**src/rtl/pwm_dac_if.sv**
```systemverilog
// Sample/control bundle between the DDS side and the pwm_dac output stage.
// The master drives the sample word and controls; the slave returns the bitstream.
interface pwm_dac_if #(
  parameter int unsigned MAX_AMP = 8
);
  logic               en;
  logic               mode;
  logic [MAX_AMP-1:0] sample_in;
  logic               pwm_out;
  logic               period_start;

  modport master (
    output en,
    output mode,
    output sample_in,
    input  pwm_out,
    input  period_start
  );

  modport slave (
    input  en,
    input  mode,
    input  sample_in,
    output pwm_out,
    output period_start
  );
endinterface

```
**src/rtl/pwm_dac.sv**
```systemverilog
// 1-bit DAC output stage: fixed-period PWM or first-order sigma-delta,
// with the sample word and mode latched once per (2^N - 1)-cycle period.
module pwm_dac #(
  parameter int unsigned MAX_AMP   = 8,
  parameter bit          SIGNED_IN = 1'b0
) (
  input  logic         clk,
  input  logic         res,
  pwm_dac_if.slave     bus
);
  localparam int unsigned N = MAX_AMP;
  localparam logic [N-1:0] S_LAST   = N'((2 ** N) - 2);
  localparam logic [N-1:0] MSB_MASK = SIGNED_IN ? (N'(1) << (N - 1)) : '0;

  logic [N-1:0] s_q, s_d;
  logic [N-1:0] duty_q, duty_d;
  logic         mode_q, mode_d;
  logic [N-1:0] acc_q, acc_d;
  logic         pwm_q, pwm_d;
  logic         start_q, start_d;

  logic         slot0_c;
  logic [N-1:0] d_val_c;
  logic         m_val_c;
  logic [N:0]   sd_sum_c;

  // Two's complement to offset-binary is a single MSB flip.
  assign slot0_c  = (s_q == '0);
  assign d_val_c  = slot0_c ? (bus.sample_in ^ MSB_MASK) : duty_q;
  assign m_val_c  = slot0_c ? bus.mode : mode_q;
  assign sd_sum_c = {1'b0, acc_q} + {1'b0, d_val_c};

  always_comb begin
    s_d     = s_q;
    duty_d  = duty_q;
    mode_d  = mode_q;
    acc_d   = acc_q;
    pwm_d   = pwm_q;
    start_d = start_q;

    if (!bus.en) begin
      s_d     = '0;
      acc_d   = '0;
      pwm_d   = 1'b0;
      start_d = 1'b0;
    end else begin
      if (slot0_c) begin
        duty_d = d_val_c;
        mode_d = m_val_c;
      end
      start_d = slot0_c;
      s_d     = (s_q == S_LAST) ? '0 : s_q + N'(1);
      if (!m_val_c) begin
        pwm_d = (s_q < d_val_c);
      end else begin
        // Accumulator free-runs across period boundaries; carry is the output bit.
        acc_d = sd_sum_c[N-1:0];
        pwm_d = sd_sum_c[N];
      end
    end
  end

  always_ff @(posedge clk) begin
    if (res) begin
      s_q     <= '0;
      duty_q  <= '0;
      mode_q  <= 1'b0;
      acc_q   <= '0;
      pwm_q   <= 1'b0;
      start_q <= 1'b0;
    end else begin
      s_q     <= s_d;
      duty_q  <= duty_d;
      mode_q  <= mode_d;
      acc_q   <= acc_d;
      pwm_q   <= pwm_d;
      start_q <= start_d;
    end
  end

  assign bus.pwm_out      = pwm_q;
  assign bus.period_start = start_q;
endmodule
```
**src/flat_wrapper.sv**
```systemverilog
// flat-port wrapper written by rule: the top's interface ports become plain ports
module pwm_dac_flat 
#(
  parameter int unsigned MAX_AMP   = 8,
  parameter bit          SIGNED_IN = 1'b0
)
  (clk, res, bus_en, bus_mode, bus_sample_in, bus_pwm_out, bus_period_start);
  pwm_dac_if #(.MAX_AMP(MAX_AMP)) bus_i ();
  input  logic clk;
  input  logic res;
  input wire logic [$bits(bus_i.en)-1:0] bus_en;
  input wire logic [$bits(bus_i.mode)-1:0] bus_mode;
  input wire logic [$bits(bus_i.sample_in)-1:0] bus_sample_in;
  output wire logic [$bits(bus_i.pwm_out)-1:0] bus_pwm_out;
  output wire logic [$bits(bus_i.period_start)-1:0] bus_period_start;
  assign bus_i.en = bus_en;
  assign bus_i.mode = bus_mode;
  assign bus_i.sample_in = bus_sample_in;
  assign bus_pwm_out = bus_i.pwm_out;
  assign bus_period_start = bus_i.period_start;
  pwm_dac #(.MAX_AMP(MAX_AMP), .SIGNED_IN(SIGNED_IN)) u_core (.clk(clk), .res(res), .bus(bus_i));
endmodule
```
**config.mk**
```make
export PLATFORM = sky130hd
export DESIGN_NAME = pwm_dac_flat
export DESIGN_NICKNAME = d
export VERILOG_FILES = /design/src/rtl/pwm_dac_if.sv /design/src/rtl/pwm_dac.sv /design/src/flat_wrapper.sv
export SDC_FILE = /design/constraint.sdc
export NUM_CORES = 1
export LEC_CHECK = 0
export CORE_MARGIN = 2
export CORE_UTILIZATION = 40
export CTS_CLUSTER_SIZE = 30
export DETAILED_ROUTE_END_ITERATION = 8
export GPL_TIMING_DRIVEN = 0
export REMOVE_ABC_BUFFERS = 1
export SLEW_MARGIN = 20
export SYNTH_ARGS = -nofsm -noshare
export SYNTH_HDL_FRONTEND = slang
export SYNTH_SLANG_ARGS = --single-unit
```
**constraint.sdc**
```tcl
create_clock -name clk -period 4.1 [get_ports clk]
set_clock_uncertainty 0.2 [all_clocks]
set_input_delay 0.82 -clock clk [delete_from_list [all_inputs] [get_ports clk]]
set_output_delay 0.82 -clock clk [all_outputs]
set_load 0.005 [all_outputs]
```
Word-level counts from Yosys, hierarchy flattened
Cells that the tools add are included.
W data, S select, Z words.
{"block": "totals", "ff_bits": 27, "out_inout_bits": 2, "word_cells": 18}
{"block": "classes", "n_addsub": 2, "magnitude_cmp": 1, "n_eq_ne": 1, "muxes": 3, "bitwise": 1, "n_reduce_logical": 4}
{"cell": "$add A8 B8 Y9", "count": 1}
{"cell": "$add A8 B1 Y8 const B", "count": 1}
{"cell": "$eq A8 B8 Y1 const B", "count": 1}
{"cell": "$logic_not A8 Y1", "count": 1}
{"cell": "$lt A8 B8 Y1", "count": 1}
{"cell": "$mux W8", "count": 1}
{"cell": "$reduce_or A3 Y1", "count": 1}
{"cell": "$mux W1", "count": 2}
{"cell": "$reduce_and A2 Y1", "count": 1}
{"cell": "$reduce_or A2 Y1", "count": 1}
{"cell": "$not A1 Y1", "count": 1}

Logic depth before layout (Yosys ltp)
{"block": "depth", "ltp_word": 4, "mapped_depth": 12}

Worst setup path before layout
No wires, ideal clock.
{"block": "synth_timing", "path_kind": "reg2reg", "from": "reg u_core.s_q[0]", "to": "reg u_core.pwm_q (netlist: u_core.bus.pwm_out)", "arrival_ns": 2.824, "required_time_ns": 3.766, "path_slack_ns": 0.942, "path_stages_with_launch": 13, "path_buffers": 0, "synth_period_minus_slack_ns": 3.158, "path_cell_list": "dfxtp_1 -> inv_1 -> ha_1 -> or3b_2 -> o21ai_0 -> nand2_1 -> ha_1 -> fa_1 -> a211o_1 -> a211oi_1 -> o21bai_1 -> a211oi_1 -> a211oi_1"}
{"block": "synth_between", "elab_chain_len": 4, "elab_cells_between_ends": 6, "cone_classes": "add/sub: 1; order compare: 1; mux: 3; reduce/logical: 1"}
{"item": "start: declaration", "line_no": "pwm_dac.sv:15", "text": "logic [N-1:0] s_q, s_d;"}
{"item": "start signal: assignment", "line_no": "pwm_dac.sv:65", "text": "s_q <= '0;"}
{"item": "start signal: assignment", "line_no": "pwm_dac.sv:72", "text": "s_q <= s_d;"}
{"item": "$logic_not A8 Y1 (*)", "line_no": "pwm_dac.sv:28", "text": "assign slot0_c = (s_q == '0);"}
{"item": "$mux W8 (*)", "line_no": "pwm_dac.sv:29", "text": "assign d_val_c = slot0_c ? (bus.sample_in ^ MSB_MASK) : duty_q;"}
{"item": "named net u_core.d_val_c[0]", "line_no": "pwm_dac.sv:23", "text": "logic [N-1:0] d_val_c;"}
{"item": "$add A8 B8 Y9 / $lt A8 B8 Y1 (equally long branches)", "line_no": "pwm_dac.sv:31, pwm_dac.sv:54"}
{"item": "$mux W1 (*)", "line_no": "pwm_dac.sv:53", "text": "if (!m_val_c) begin"}
{"item": "end signal: assignment", "line_no": "pwm_dac.sv:76", "text": "pwm_q <= pwm_d;"}
{"item": "end: declaration", "line_no": "pwm_dac.sv:19", "text": "logic pwm_q, pwm_d;"}
Mark *: on every way through the listed nets, which the timed path passes. The rest lies on a longest branch.
A chain may end at the register's enable or synchronous reset.

Final worst setup path
Ends and elaborated chain as after synthesis.

==> results.py <==
metrics = {
    "status": {
        "outcome": "finished, final reports clean",
    },
    "logic_synthesis": {
        "synthCells": 186,
        "synth_top_area_cell": "dfxtp_1",
        "ys_async_sr_fraction": 0,
        "yosys_warnings": 0,
        "seq_area_frac_synth": 0.319,
        "yosysUniqueCellTypes": 42,
        "syn_area_um2": 1700,
        "yosys.area.top_type_share": 0.319,
        "synth_seq_cells": 27,
        "synth.area.top_cells": "dfxtp_1 32%, ha_1 13%, mux2i_1 12%",
        "yosysMostFrequentCell": "dfxtp_1",
        "synth_ff_type": "dfxtp_1",
        "synth_edf_count": 0,
        "syn_area_per_cell_um2": 9.12,
        "synthTopCellsByCount": "27 x dfxtp_1, 24 x nor2_1, 20 x mux2i_1",
    },
    "hold_path": {
        "worst_hold_path_type": "reg -> reg",
        "min_from": "u_core.acc_q[5]",
    },
    "run": {
        "drv_cap": 0,
    },
    "setup_path": {
        "arrival_ns": 3.62,
        "timing.rr.start": "u_core.s_q[0]",
        "crit_start": "u_core.s_q[0]",
        "path_max_fanout": 7,
        "crit_path_start_kind": "flip-flop",
        "cpMaxStageDelayCell": "fa_1",
        "crit_top_cell": "a211oi_1",
        "crit_path_end_kind": "flip-flop",
        "cp.required_ns": 4.07,
        "crit_buf_inv": 2,
        "crit_chain": "inv_1 -> ha_1 -> nor3b_1 -> nand2_2 -> mux2i_1 -> inv_1 -> fa_1 -> a211o_1 -> a211oi_1 -> o21bai_1 -> a211oi_1 -> a211oi_1",
        "cp_slowest_stage_delay_ns": 0.47,
        "crit_type": "reg -> reg",
        "path_delay_family": "compound AO/OA/AOI/OAI gates",
    },
    "grt": {
        "grt_use_total": 0.158,
        "grt_pass1_vias": 1326,
        "grt_remaining_overflow": 0,
        "grt_max_degree": 16,
        "grt_pass1_wl_um": 6040,
        "antenna_found_initial": 0,
    },
    "sta": {
        "slew_headroom": 0.564,
        "setup_ws_ns": 0.447,
        "tns_ns": 0,
        "setup_viol": 0,
        "fmax_ghz": 0.274,
        "rsz0062_at_grt": "no",
        "fin_crit_ns": 3.65,
        "hold_viol": 0,
        "drv_slew": 0,
        "fin_crit_sh": 0.891,
        "worstMarginPinSlew_ns": 0.652,
    },
    "routing": {
        "first_iter_violations": 43,
        "wire_per_inst_um": 14.6,
        "detail_route.first_pass.iterations": 4,
        "drtAntennaViolNets": 0,
        "drc": 0,
        "vias_per_cell": 5.31,
        "drt-total-wl_um": 3620,
        "vias": 1316,
    },
    "power": {
        "power_density_nw_per_um2": 295,
        "vdd_drop_max_uv": 145,
        "p_leak_uw": 0.000891,
    },
    "cts": {
        "postCtsSetupRepairBufs": 0,
        "ctsResizeCount": 0,
        "root_buffer": "clkbuf_8",
        "clock_latency_ns": 0.28,
        "hold_buffers": 0,
        "path_clk_slew_ns": 0.10,
        "clock_sinks": 27,
        "numCtsBuffers": 3,
        "cts_htree_levels": 1,
        "cts_tree": "done",
        "clk_path_buf_depth": 2,
    },
    "die": {
        "die_width_um": 69.1,
        "start_util": 0.421,
        "num_rows": 23,
        "dieArea_um2": 4780,
        "num_io_pins": 14,
        "die_y_um": 69.1,
        "core-area_um2": 4030,
    },
    "layout": {
        "nFillCells": 409,
        "drive_gt1_frac": 0.0758,
        "diodes": 0,
        "postLayoutCellArea_um2": 1890,
        "synthToLayoutAreaGrowth_pct": 11.6,
        "fin_cells": 248,
        "layout.nets": 229,
    },
    "place": {
        "dp_hpwl_um": 2800,
        "dp_slack_ns": 0.462,
        "placed_area_um2": 1850,
        "dp.cells": 244,
        "gp_congestion": 0.851,
        "portBuffers": 13,
    },
}
-- power by group --
group	switching, uW	leakage, uW	total [uW]	internal, uW
Combinational	65.0	0.000645	122	56.7
Clock	86.9	0.0000255	155	68.3
Sequential	7.94	0.000220	281	274
Total	160	0.000891	558	398
-- area by class of cell --
type | count | area (um^2) | share of cell area
tap | 50 | 62.6 | 0.0330
clock buffer | 3 | 41.3 | 0.0218
multi-input combinational | 137 | 1050 | 0.555
inverter | 17 | 63.8 | 0.0337
sequential | 27 | 541 | 0.286
clock inverter | 1 | 5.00 | 0.00264
timing repair buffer | 13 | 130 | 0.0687
-- state kept, by name, summed over array words and instances, names as in the netlist --
name and cells:
u_core.bus.pwm_out 1, u_core.mode_q 1, u_core.acc_q 8, u_core.s_q 8
u_core.duty_q 8, u_core.bus.period_start 1
-- through the flow --
step,total power (uW),hold WS (ns),util
after floorplan,372,0.236,-
after CTS,564,0.269,0.470
after detailed placement,409,0.254,0.458
after global placement,404,0.247,0.458
after global routing,590,0.298,0.470
final,558,0.268,0.470
-- cell usage in the layout (no fill, tap or decap), types with 3 or more instances in the layout --
| cell type | count |
|---|---|
| clkdlybuf4s50_1 | 13 |
| mux2i_1 | 20 |
| a21o_1 | 3 |
| nor2_1 | 24 |
| nand3_1 | 10 |
| o21ai_0 | 3 |
| dfxtp_1 | 27 |
| a211oi_1 | 5 |
| xor2_1 | 8 |
| a21oi_1 | 9 |
| inv_1 | 17 |
| nand2_1 | 7 |
| clkbuf_8 | 3 |
| ha_1 | 17 |
-- tightest hold or removal path, cell delays in order (launching register included) --
cell	delay [ns]
dfxtp_1	0.33
nand2_1	0.05
a21oi_1	0.05
-- worst paths after layout --
check                           slack, ns                  to  cells after the start
worst max-delay path                 0.45  u_core.bus.pwm_out                     12
worst min-delay path                 0.27     u_core.acc_q[5]                      2
worst max register to register       0.45  u_core.bus.pwm_out                     12
worst min register to register       0.27     u_core.acc_q[5]                      2
-- cells by family after synthesis --
| family | count (synthesis) | share of synthesized area |
|---|---|---|
| flops | 27 | 0.319 |
| xor+xnor | 9 | 0.0465 |
| fa+ha+maj | 18 | 0.137 |
| simple gates | 55 | 0.165 |
| compound gates | 34 | 0.145 |
| mux | 21 | 0.125 |
| buf+inv | 22 | 0.0627 |
-- per-layer routing --
metal	share of wire	routed length, um	GRT usage
met1	0.48	1740	0.204
met2	0.49	1760	0.257
met3	0.019	69	0.0351
met4	0.014	52	0.0610
met5	0	0	0
Note: power is estimated with default switching activity, not from simulation.
